$ cat src/rtl/mem_port_arbiter_pkg.sv
// Shared definitions for the IF/MEM memory port arbiter: FSM state encoding,
// the substitute fetch instruction and the wait-counter width.
package mem_port_arbiter_pkg;

   typedef enum logic [1:0] {
      IDLE   = 2'd0,
      D_WAIT = 2'd1,
      I_WAIT = 2'd2
   } arb_state_e;

   // addi x0,x0,0 -- handed to the fetch stage when memory never answers
   localparam logic [31:0] NOP_INSTR = 32'h00000013;

   // wide enough for TIMEOUT up to 2^16-1
   localparam int CNT_W = 16;

endpackage

$ cat src/rtl/mem_port_arbiter_if.sv
// Bundle of the fetch port, data port and memory-side handshake signals.
// slave: the arbiter's view. master: the pipeline/memory environment's view.
interface mem_port_arbiter_if #(
   parameter int ADDR_W = 32,
   parameter int DATA_W = 32
);
   // fetch port
   logic              if_req;
   logic [ADDR_W-1:0] if_addr;
   logic              flush;
   logic [DATA_W-1:0] if_rdata;
   logic              if_ack;
   logic              if_stall;
   // data port
   logic              dm_rd;
   logic              dm_wr;
   logic [ADDR_W-1:0] dm_addr;
   logic [DATA_W-1:0] dm_wdata;
   logic [DATA_W-1:0] dm_rdata;
   logic              dm_ack;
   logic              dm_stall;
   // memory side
   logic              mem_req;
   logic              mem_we;
   logic [ADDR_W-1:0] mem_addr;
   logic [DATA_W-1:0] mem_wdata;
   logic [DATA_W-1:0] mem_rdata;
   logic              mem_done;
   logic              err;

   modport slave (
      input  if_req, if_addr, flush, dm_rd, dm_wr, dm_addr, dm_wdata,
             mem_rdata, mem_done,
      output if_rdata, if_ack, if_stall, dm_rdata, dm_ack, dm_stall,
             mem_req, mem_we, mem_addr, mem_wdata, err
   );

   modport master (
      output if_req, if_addr, flush, dm_rd, dm_wr, dm_addr, dm_wdata,
             mem_rdata, mem_done,
      input  if_rdata, if_ack, if_stall, dm_rdata, dm_ack, dm_stall,
             mem_req, mem_we, mem_addr, mem_wdata, err
   );

endinterface

$ cat src/rtl/mem_port_arbiter_timeout_counter.sv
// Wait-state cycle counter. tc is raised during the TIMEOUT-th consecutive
// enabled cycle, so the FSM spends exactly TIMEOUT cycles waiting before a
// forced completion. clr has priority over en.
module arb_timeout_counter
   import mem_port_arbiter_pkg::*;
#(
   parameter int TIMEOUT = 255
) (
   input  logic clk,
   input  logic reset,
   input  logic clr,
   input  logic en,
   output logic tc
);

   localparam logic [CNT_W-1:0] TERM = CNT_W'(TIMEOUT - 1);

   logic [CNT_W-1:0] cnt_q, cnt_d;

   // next count: clear wins, otherwise count while enabled
   always_comb begin
      cnt_d = cnt_q;
      if (clr)
         cnt_d = '0;
      else if (en)
         cnt_d = cnt_q + CNT_W'(1);
   end

   // count register
   always_ff @(posedge clk or posedge reset) begin
      if (reset)
         cnt_q <= '0;
      else
         cnt_q <= cnt_d;
   end

   assign tc = en & (cnt_q == TERM);

endmodule

$ cat src/rtl/mem_port_arbiter.sv
// Arbitrates one single-ported memory between instruction fetch and
// load/store. Data port has fixed priority. One outstanding transaction;
// completion on mem_done or forced after TIMEOUT wait cycles (sets err).
// Optional macro ARB_PERF_CNT_EN adds saturating stall-cycle counters.
module mem_port_arbiter
   import mem_port_arbiter_pkg::*;
#(
   parameter int ADDR_W  = 32,
   parameter int DATA_W  = 32,
   parameter int TIMEOUT = 255
) (
   input  logic              clk,
   input  logic              reset,
   mem_port_arbiter_if.slave bus
`ifdef ARB_PERF_CNT_EN
   ,
   output logic [31:0]       perf_if_stall,
   output logic [31:0]       perf_dm_stall
`endif
);

   arb_state_e        state_q, state_d;
   logic              discard_q, discard_d;
   logic              mem_req_q, mem_req_d;
   logic              mem_we_q, mem_we_d;
   logic [ADDR_W-1:0] mem_addr_q, mem_addr_d;
   logic [DATA_W-1:0] mem_wdata_q, mem_wdata_d;
   logic [DATA_W-1:0] if_rdata_q, if_rdata_d;
   logic              if_ack_q, if_ack_d;
   logic [DATA_W-1:0] dm_rdata_q, dm_rdata_d;
   logic              dm_ack_q, dm_ack_d;
   logic              err_q, err_d;

   logic cnt_clr, cnt_en, cnt_tc;
   logic dm_any, dm_req_v, if_req_v, squash;
   logic if_stall_c, dm_stall_c;

   arb_timeout_counter #(.TIMEOUT(TIMEOUT)) u_tmo (
      .clk   (clk),
      .reset (reset),
      .clr   (cnt_clr),
      .en    (cnt_en),
      .tc    (cnt_tc)
   );

   // A requester whose ack is showing this cycle is still holding its request;
   // masking it keeps the held request from being issued a second time.
   assign dm_any   = bus.dm_rd | bus.dm_wr;
   assign dm_req_v = dm_any & ~dm_ack_q;
   assign if_req_v = bus.if_req & ~if_ack_q & ~bus.flush;
   // a flush in the completion cycle squashes the fetch just like an earlier one
   assign squash   = discard_q | bus.flush;

   // next-state and registered-output logic
   always_comb begin
      state_d     = state_q;
      discard_d   = discard_q;
      mem_req_d   = 1'b0;
      mem_we_d    = mem_we_q;
      mem_addr_d  = mem_addr_q;
      mem_wdata_d = mem_wdata_q;
      if_rdata_d  = if_rdata_q;
      if_ack_d    = 1'b0;
      dm_rdata_d  = dm_rdata_q;
      dm_ack_d    = 1'b0;
      err_d       = err_q;
      cnt_clr     = 1'b0;
      cnt_en      = 1'b0;

      case (state_q)
         IDLE: begin
            cnt_clr   = 1'b1;
            discard_d = 1'b0;
            if (dm_req_v) begin
               // rd+wr together is a store
               mem_req_d   = 1'b1;
               mem_we_d    = bus.dm_wr;
               mem_addr_d  = bus.dm_addr;
               mem_wdata_d = bus.dm_wdata;
               state_d     = D_WAIT;
            end else if (if_req_v) begin
               mem_req_d   = 1'b1;
               mem_we_d    = 1'b0;
               mem_addr_d  = bus.if_addr;
               mem_wdata_d = bus.dm_wdata;
               state_d     = I_WAIT;
            end
         end

         D_WAIT: begin
            cnt_en = 1'b1;
            if (bus.mem_done) begin
               dm_rdata_d = bus.mem_rdata;
               dm_ack_d   = 1'b1;
               cnt_clr    = 1'b1;
               state_d    = IDLE;
            end else if (cnt_tc) begin
               err_d    = 1'b1;
               dm_ack_d = 1'b1;
               if (!mem_we_q)
                  dm_rdata_d = '0;
               cnt_clr  = 1'b1;
               state_d  = IDLE;
            end
         end

         I_WAIT: begin
            cnt_en = 1'b1;
            if (bus.flush)
               discard_d = 1'b1;
            if (bus.mem_done) begin
               if (!squash) begin
                  if_rdata_d = bus.mem_rdata;
                  if_ack_d   = 1'b1;
               end
               cnt_clr = 1'b1;
               state_d = IDLE;
            end else if (cnt_tc) begin
               err_d = 1'b1;
               if (!squash) begin
                  if_rdata_d = DATA_W'(NOP_INSTR);
                  if_ack_d   = 1'b1;
               end
               cnt_clr = 1'b1;
               state_d = IDLE;
            end
         end

         default: begin
            cnt_clr = 1'b1;
            state_d = IDLE;
         end
      endcase
   end

   // state and registered outputs; reset abandons any transaction in flight
   always_ff @(posedge clk or posedge reset) begin
      if (reset) begin
         state_q     <= IDLE;
         discard_q   <= 1'b0;
         mem_req_q   <= 1'b0;
         mem_we_q    <= 1'b0;
         mem_addr_q  <= '0;
         mem_wdata_q <= '0;
         if_rdata_q  <= '0;
         if_ack_q    <= 1'b0;
         dm_rdata_q  <= '0;
         dm_ack_q    <= 1'b0;
         err_q       <= 1'b0;
      end else begin
         state_q     <= state_d;
         discard_q   <= discard_d;
         mem_req_q   <= mem_req_d;
         mem_we_q    <= mem_we_d;
         mem_addr_q  <= mem_addr_d;
         mem_wdata_q <= mem_wdata_d;
         if_rdata_q  <= if_rdata_d;
         if_ack_q    <= if_ack_d;
         dm_rdata_q  <= dm_rdata_d;
         dm_ack_q    <= dm_ack_d;
         err_q       <= err_d;
      end
   end

   // stall flags are combinational so hazard logic freezes in the request cycle
   assign if_stall_c = bus.if_req & ~if_ack_q;
   assign dm_stall_c = dm_any & ~dm_ack_q;

   assign bus.if_stall  = if_stall_c;
   assign bus.dm_stall  = dm_stall_c;
   assign bus.if_rdata  = if_rdata_q;
   assign bus.if_ack    = if_ack_q;
   assign bus.dm_rdata  = dm_rdata_q;
   assign bus.dm_ack    = dm_ack_q;
   assign bus.mem_req   = mem_req_q;
   assign bus.mem_we    = mem_we_q;
   assign bus.mem_addr  = mem_addr_q;
   assign bus.mem_wdata = mem_wdata_q;
   assign bus.err       = err_q;

`ifdef ARB_PERF_CNT_EN
   logic [31:0] perf_if_q, perf_if_d;
   logic [31:0] perf_dm_q, perf_dm_d;

   // saturating stall-cycle counters; fetch stalls during a flush are not lost work
   always_comb begin
      perf_if_d = perf_if_q;
      perf_dm_d = perf_dm_q;
      if (if_stall_c && !bus.flush && perf_if_q != 32'hFFFF_FFFF)
         perf_if_d = perf_if_q + 32'd1;
      if (dm_stall_c && perf_dm_q != 32'hFFFF_FFFF)
         perf_dm_d = perf_dm_q + 32'd1;
   end

   // counter registers
   always_ff @(posedge clk or posedge reset) begin
      if (reset) begin
         perf_if_q <= '0;
         perf_dm_q <= '0;
      end else begin
         perf_if_q <= perf_if_d;
         perf_dm_q <= perf_dm_d;
      end
   end

   assign perf_if_stall = perf_if_q;
   assign perf_dm_stall = perf_dm_q;
`endif

endmodule

$ cat src/flat_wrapper.sv
// flat-port wrapper written by rule: the top's interface ports become plain ports
module mem_port_arbiter_flat import mem_port_arbiter_pkg::*;
#(
   parameter int ADDR_W  = 32,
   parameter int DATA_W  = 32,
   parameter int TIMEOUT = 255
)
  (clk, reset, bus_if_req, bus_if_addr, bus_flush, bus_dm_rd, bus_dm_wr, bus_dm_addr, bus_dm_wdata, bus_mem_rdata, bus_mem_done, bus_if_rdata, bus_if_ack, bus_if_stall, bus_dm_rdata, bus_dm_ack, bus_dm_stall, bus_mem_req, bus_mem_we, bus_mem_addr, bus_mem_wdata, bus_err);
  mem_port_arbiter_if #(.ADDR_W(ADDR_W), .DATA_W(DATA_W)) bus_i ();
  input  logic clk;
  input  logic reset;
  input wire logic [$bits(bus_i.if_req)-1:0] bus_if_req;
  input wire logic [$bits(bus_i.if_addr)-1:0] bus_if_addr;
  input wire logic [$bits(bus_i.flush)-1:0] bus_flush;
  input wire logic [$bits(bus_i.dm_rd)-1:0] bus_dm_rd;
  input wire logic [$bits(bus_i.dm_wr)-1:0] bus_dm_wr;
  input wire logic [$bits(bus_i.dm_addr)-1:0] bus_dm_addr;
  input wire logic [$bits(bus_i.dm_wdata)-1:0] bus_dm_wdata;
  input wire logic [$bits(bus_i.mem_rdata)-1:0] bus_mem_rdata;
  input wire logic [$bits(bus_i.mem_done)-1:0] bus_mem_done;
  output wire logic [$bits(bus_i.if_rdata)-1:0] bus_if_rdata;
  output wire logic [$bits(bus_i.if_ack)-1:0] bus_if_ack;
  output wire logic [$bits(bus_i.if_stall)-1:0] bus_if_stall;
  output wire logic [$bits(bus_i.dm_rdata)-1:0] bus_dm_rdata;
  output wire logic [$bits(bus_i.dm_ack)-1:0] bus_dm_ack;
  output wire logic [$bits(bus_i.dm_stall)-1:0] bus_dm_stall;
  output wire logic [$bits(bus_i.mem_req)-1:0] bus_mem_req;
  output wire logic [$bits(bus_i.mem_we)-1:0] bus_mem_we;
  output wire logic [$bits(bus_i.mem_addr)-1:0] bus_mem_addr;
  output wire logic [$bits(bus_i.mem_wdata)-1:0] bus_mem_wdata;
  output wire logic [$bits(bus_i.err)-1:0] bus_err;
  assign bus_i.if_req = bus_if_req;
  assign bus_i.if_addr = bus_if_addr;
  assign bus_i.flush = bus_flush;
  assign bus_i.dm_rd = bus_dm_rd;
  assign bus_i.dm_wr = bus_dm_wr;
  assign bus_i.dm_addr = bus_dm_addr;
  assign bus_i.dm_wdata = bus_dm_wdata;
  assign bus_i.mem_rdata = bus_mem_rdata;
  assign bus_i.mem_done = bus_mem_done;
  assign bus_if_rdata = bus_i.if_rdata;
  assign bus_if_ack = bus_i.if_ack;
  assign bus_if_stall = bus_i.if_stall;
  assign bus_dm_rdata = bus_i.dm_rdata;
  assign bus_dm_ack = bus_i.dm_ack;
  assign bus_dm_stall = bus_i.dm_stall;
  assign bus_mem_req = bus_i.mem_req;
  assign bus_mem_we = bus_i.mem_we;
  assign bus_mem_addr = bus_i.mem_addr;
  assign bus_mem_wdata = bus_i.mem_wdata;
  assign bus_err = bus_i.err;
  mem_port_arbiter #(.ADDR_W(ADDR_W), .DATA_W(DATA_W), .TIMEOUT(TIMEOUT)) u_core (.clk(clk), .reset(reset), .bus(bus_i));
endmodule
$ cat config.mk
export PLATFORM = sky130hd
export DESIGN_NAME = mem_port_arbiter_flat
export DESIGN_NICKNAME = d
export VERILOG_FILES = /design/src/rtl/mem_port_arbiter_pkg.sv /design/src/rtl/mem_port_arbiter_if.sv /design/src/rtl/mem_port_arbiter_timeout_counter.sv /design/src/rtl/mem_port_arbiter.sv /design/src/flat_wrapper.sv
export SDC_FILE = /design/constraint.sdc
export NUM_CORES = 1
export LEC_CHECK = 0
export BUFFER_PORTS_ARGS = -buffer_cell sky130_fd_sc_hd__buf_4
export CORE_MARGIN = 3
export CORE_UTILIZATION = 45
export DETAILED_ROUTE_END_ITERATION = 16
export HOLD_SLACK_MARGIN = 0.15
export PLACE_DENSITY = 0.73
export SLEW_MARGIN = 20
export SYNTH_ARGS = -nofsm -noshare
export SYNTH_HDL_FRONTEND = slang
export SYNTH_SLANG_ARGS = --single-unit
$ cat constraint.sdc
create_clock -name clk -period 10.24 [get_ports clk]
set_clock_uncertainty 0.1 [all_clocks]
set_input_delay 1.536 -clock clk [delete_from_list [all_inputs] [get_ports clk]]
set_output_delay 1.536 -clock clk [all_outputs]
set_load 0.05 [all_outputs]
======== Word-level counts from Yosys, hierarchy flattened ========
Index checks and enable logic that the tools add are counted.
storage, ports and cells
  register bits ........................... 152
  bits of input ports ..................... 135
  output and inout port bits .............. 135
  word-level logic and storage cells ...... 77
operators by class
  add/subtract/negate cells ............... 1
  equality and inequality tests ........... 7
  mux-type cells .......................... 34
  bitwise operators ....................... 11
  reduce and logical (&&, ||, !) cells .... 12
operator list
  cell                                                   number
  two-way mux 32 bit                                     11
  two-way mux 16 bit                                     2
  adder 16 x 1 -> 16 bit (second input constant)         1
  equality test 16 x 8 -> 1 bit (second input constant)  1
  two-way mux 1 bit                                      15
  AND reduction 3 bit                                    3
  two-way mux 2 bit                                      4
  nonzero test 2 bit                                     4
  AND reduction 2 bit                                    3
  NOT 1 bit                                              5
  AND 1 bit                                              4
  != test 2 bit (second input constant)                  2
  case mux 2 bit (2 select lines)                        1
  != test 3 x 1 -> 1 bit (second input constant)         1
  != test 3 x 2 -> 1 bit (second input constant)         1
  equality test 2 x 1 -> 1 bit (second input constant)   1
  equality test 2 bit (second input constant)            1
  logical NOT 2 bit                                      1
  bitwise OR 1 bit                                       2
  case mux 1 bit (2 select lines)                        1
  OR reduction 2 bit                                     1

======== Depth between registers and ports, before layout ========
  word-level depth ........................ 8
  depth in mapped cells ................... 8
  gate-level depth less buffers ........... 6

======== By module ========
From an unflattened synthesis, not the netlist that was laid out.
second synthesis, totals
  cells, all modules ...................... 443
  area total of the unflattened synthesis .. 6651.4 sq um
by module, submodules not included
  module               instances  cells each  area each (sq um)  seq. area each (sq um)
  mem_port_arbiter     1          353         5724.2             3403.3
  arb_timeout_counter  1          90          927.1              400.4

======== Worst setup path before layout ========
No wires, ideal clock.
  kind .................................... input port to output port
  start point ............................. input bus_if_req
  end point ............................... output bus_if_stall
  arrival ................................. 2.243 ns
  required time ........................... 8.604 ns
  path slack .............................. 6.361 ns
  cell stages on the path ................. 1
  buffers on the path ..................... 0
  cell sequence ........................... nor2b_1
on the way
  cells in the longest elaborated chain, start to end .. 1
ends and longest elaborated chain
  element      RTL line                 text
  from (decl)  flat_wrapper.sv:12       input wire logic [$bits(bus_i.if_req)-1:0] bus_if_req;
  AND 1 bit    mem_port_arbiter.sv:166  assign if_stall_c = bus.if_req & ~if_ack_q;
  to (decl)    flat_wrapper.sv:23       output wire logic [$bits(bus_i.if_stall)-1:0] bus_if_stall;
Every way passes these cells.

======== Final worst setup path ========
  start point ............................. input bus_dm_wr
  end point ............................... output bus_dm_stall
on the way
  cells in the longest elaborated chain, start to end .. 2
ends and longest elaborated chain
  element           RTL line                 text
  from (decl)       flat_wrapper.sv:16       input wire logic [$bits(bus_i.dm_wr)-1:0] bus_dm_wr;
  bitwise OR 1 bit  mem_port_arbiter.sv:48   assign dm_any = bus.dm_rd | bus.dm_wr;
  AND 1 bit         mem_port_arbiter.sv:167  assign dm_stall_c = dm_any & ~dm_ack_q;
  to (decl)         flat_wrapper.sv:26       output wire logic [$bits(bus_i.dm_stall)-1:0] bus_dm_stall;
Every way passes these cells.

==> Flow_metrics.wiki <==
{| class="wikitable"
! Metric !! Value
|-
| Run status || completed
|-
| Power Dens Cells || between 300 and 400 nW/um^2
|-
| Unrepaired setup endpoints after global routing || no
|-
| Pins over their slew limit || 0
|-
| Count of nets after finishing || approximately 1,000
|-
| Routability cong. || ~0.82
|-
| Number of antenna violations at the first check in global routing || 0
|-
| Detail Route Antenna Nets || 0
|-
| Half-perimeter wire length of the detailed placement result || about 14,000 um
|-
| Count of cells resized by post-cts repair || 0
|-
| Leak Pwr || between 4 and 5 nW
|-
| Post-Place Cells || between 1,000 and 1,500
|-
| Post-Synthesis Mean Instance Area || 10.7 um^2
|-
| Most frequent standard cell in the layout excluding fill and tap cells || buf_4
|-
| Commonest non-fill, non-tap cells in the layout || buf_4, dfrtp_1, nand2_1
|-
| Root buffer cell || clkbuf_16
|-
| Latest clock arrival within the worst-skew pair || 430 ps
|-
| Final Hold Violating Endpoints || 0
|-
| Synth area leader || dfrtp_1
|-
| Floorplan die width || approximately 130 um
|-
| GRT Residual Overflow || 0
|-
| Number of violations of the max-capacitance limit || 0
|-
| DR pass1 iterations || 6
|-
| Data required time of the critical path || about 8600 ps
|-
| Row count || 43
|-
| Final total power || 3.24 mW
|-
| Number of standard cells in the layout, taps in and fillers out || ~1,100
|-
| Achievable frequency || 226 MHz
|-
| Total detailed-routing wirelength || 18,900 um
|-
| Post-Syn Area || 6700 um^2
|-
| Residual DRC || 0
|-
| Top Ports || 270
|-
| Number of I/O port buffers || 269
|-
| Share of the synthesized area in the top cell type || between 50% and 60%
|-
| Number of warnings issued by yosys || 0
|-
| Number of sinks on the clock net || 152
|-
| Setup TNS Final || 0 ps
|-
| GRT Resource Usage Total || a little under a quarter
|-
| Largest vdd supply drop || 0.225 mV
|-
| Maximum level of the CTS H-tree || 4
|-
| Kind of start point of the critical path || input pin
|-
| Die extent in y || between 100 and 150 um
|-
| Critical path start-end classification || in -> out
|-
| Hold-fix buffer count after cts || 0
|-
| Prevailing post-synth register cell || dfrtp_1
|-
| Worst-path clk slew || 60 ps
|-
| Area of the die || about 16,000 um^2
|-
| Placeable core area || between 10,000 and 15,000 um^2
|-
| Clock tree from TritonCTS || done
|-
| Crit-path max FO || 37
|-
| Clock buffer count from CTS || 17
|-
| Antenna diodes || 0
|-
| Class of the tightest hold or removal check || reg -> reg
|-
| Total of endpoints with negative setup slack in the final report || 0
|-
| Synth-to-Final Area Change || 40.2%
|-
| Pin count of the biggest net entering global routing || 81
|-
| Per-cell routed wire length || about 18 um
|-
| Fraction of layout instances using a drive strength above 1 || approximately 39%
|-
| Actual slew at the worst max-slew pin || 1140 ps
|-
| Worst max-slew margin expressed relative to the limit || around 24%
|-
| Distinct cell type count after synthesis || 46
|-
| Via density per instance || between 5 and 6
|-
| Top cells by area in the synthesized netlist || dfrtp_1, mux2_2, mux2i_1
|-
| Clock period minus final worst setup slack || 4420 ps
|-
| Via count || 5,705
|-
| FF+latch count, synth || between 150 and 200
|-
| Data arrival time at the worst-slack endpoint || 2780 ps
|-
| Cell count after synthesis || ~620
|-
| Post-CTS repair timing setup buffer count || 0
|-
| Initial cell density of the core || between 40% and 50%
|-
| Proportion of synthesized flip-flops having asynchronous set or reset || 100%
|-
| Vias in the first global route || slightly below 6,000
|-
| Number of nets in the synthesized netlist || 764
|-
| Deepest clock path buffer count || 2
|-
| Number of flops mapped to enable cells by yosys || 0
|-
| Drt first-iter violations || 470
|-
| Wire length of the first global-routing pass || 29,400 um
|-
| Crit end category || output pin
|-
| Share of synthesized area occupied by flip-flops and latches || 56.8%
|-
| Part of the cycle the worst path needs || between 40 and 50%
|}
[metal layers]
layer | up-vias | part of all wire [%] | global-route usage, %
li1 | 2665 | - | -
met1 | 2770 | 37 | 26.0
met2 | 231 | 53 | 40.8
met3 | 39 | 7.0 | 5.50
met4 | 0 | 3.0 | 9.36
met5 | - | 0 | 0
[per-stage QoR]
step	utilization (%)	setup WS (ps)	hold slack, ps	instance area [um^2]
after floorplan	-	4510	386	6700
after global placement	61.7	5850	365	8770
after detailed placement	61.7	5820	371	8770
after CTS	66.0	5830	384	9380
after global routing	66.1	5750	407	9390
final	66.1	5820	377	9390
[worst paths after layout]
check                                  startpoint                  endpoint  slack (ps)  depth (start not counted)
max in group asynchronous                   reset   u_core.bus.if_rdata[13]        7480                          3
max reg2reg                     u_core.bus.dm_ack  u_core.bus.mem_wdata[29]        7270                          5
min in group asynchronous                   reset   u_core.bus.mem_addr[16]        1120                          2
min reg2reg                u_core.bus.mem_addr[0]    u_core.bus.mem_addr[0]         380                          2
min                        u_core.bus.mem_addr[0]    u_core.bus.mem_addr[0]         380                          2
max                                     bus_dm_wr              bus_dm_stall        5820                          4
[worst max-delay path: stages]
cell	delay (ps)
buf_4	90
o21bai_2	90
inv_2	710
buf_4	340
[cell usage after synthesis, drive strengths merged (11+ instances only)]
library cell and instances:
a22oi 29, mux2i 32, inv 11, clkbuf 25, nor2 28, o21ai 64
nand2 73, nand2b 30, nand3 38, a21oi 37, buf 18, mux2 32
xnor2 12, dfrtp 152
[cell families after synthesis]
kind of cell | share of synthesized area (%)
AND/OR/NAND/NOR | 14.1
flip-flops | 56.8
AO/OA/AOI/OAI | 12.4
multiplexers | 10.2
buffers and inverters | 3.83
XOR/XNOR | 1.83
adder cells (fa/ha/maj) | 0.934
[power breakdown]
group	internal, mW	switching (mW)	total [mW]
clock	0.417	0.234	0.651
combinational	0.509	1.13	1.64
sequential	0.816	0.126	0.942
total	1.74	1.49	3.24
[cell type report]
class	count	area, um^2
clock buffers	22	464
clock inverters	9	148
fillers	1150	4820
inverters	11	46.3
multi-input cells	418	2650
flip-flops and latches	152	3800
well taps	180	225
repair buffers	273	2050
[sequential cells by signal (all words and copies together), names as in the netlist]
| register | flops |
|---|---|
| u_core.bus.if_ack | 1 |
| u_core.state_q | 2 |
| u_core.bus.if_rdata | 32 |
| u_core.bus.dm_ack | 1 |
| u_core.bus.mem_wdata | 32 |
| u_core.bus.mem_we | 1 |
| u_core.bus.err | 1 |
| u_core.bus.mem_req | 1 |
| u_core.bus.mem_addr | 32 |
| u_core.discard_q | 1 |
| u_core.bus.dm_rdata | 32 |
| u_core.u_tmo.cnt_q | 16 |
Power figures use the tool's default switching activity.
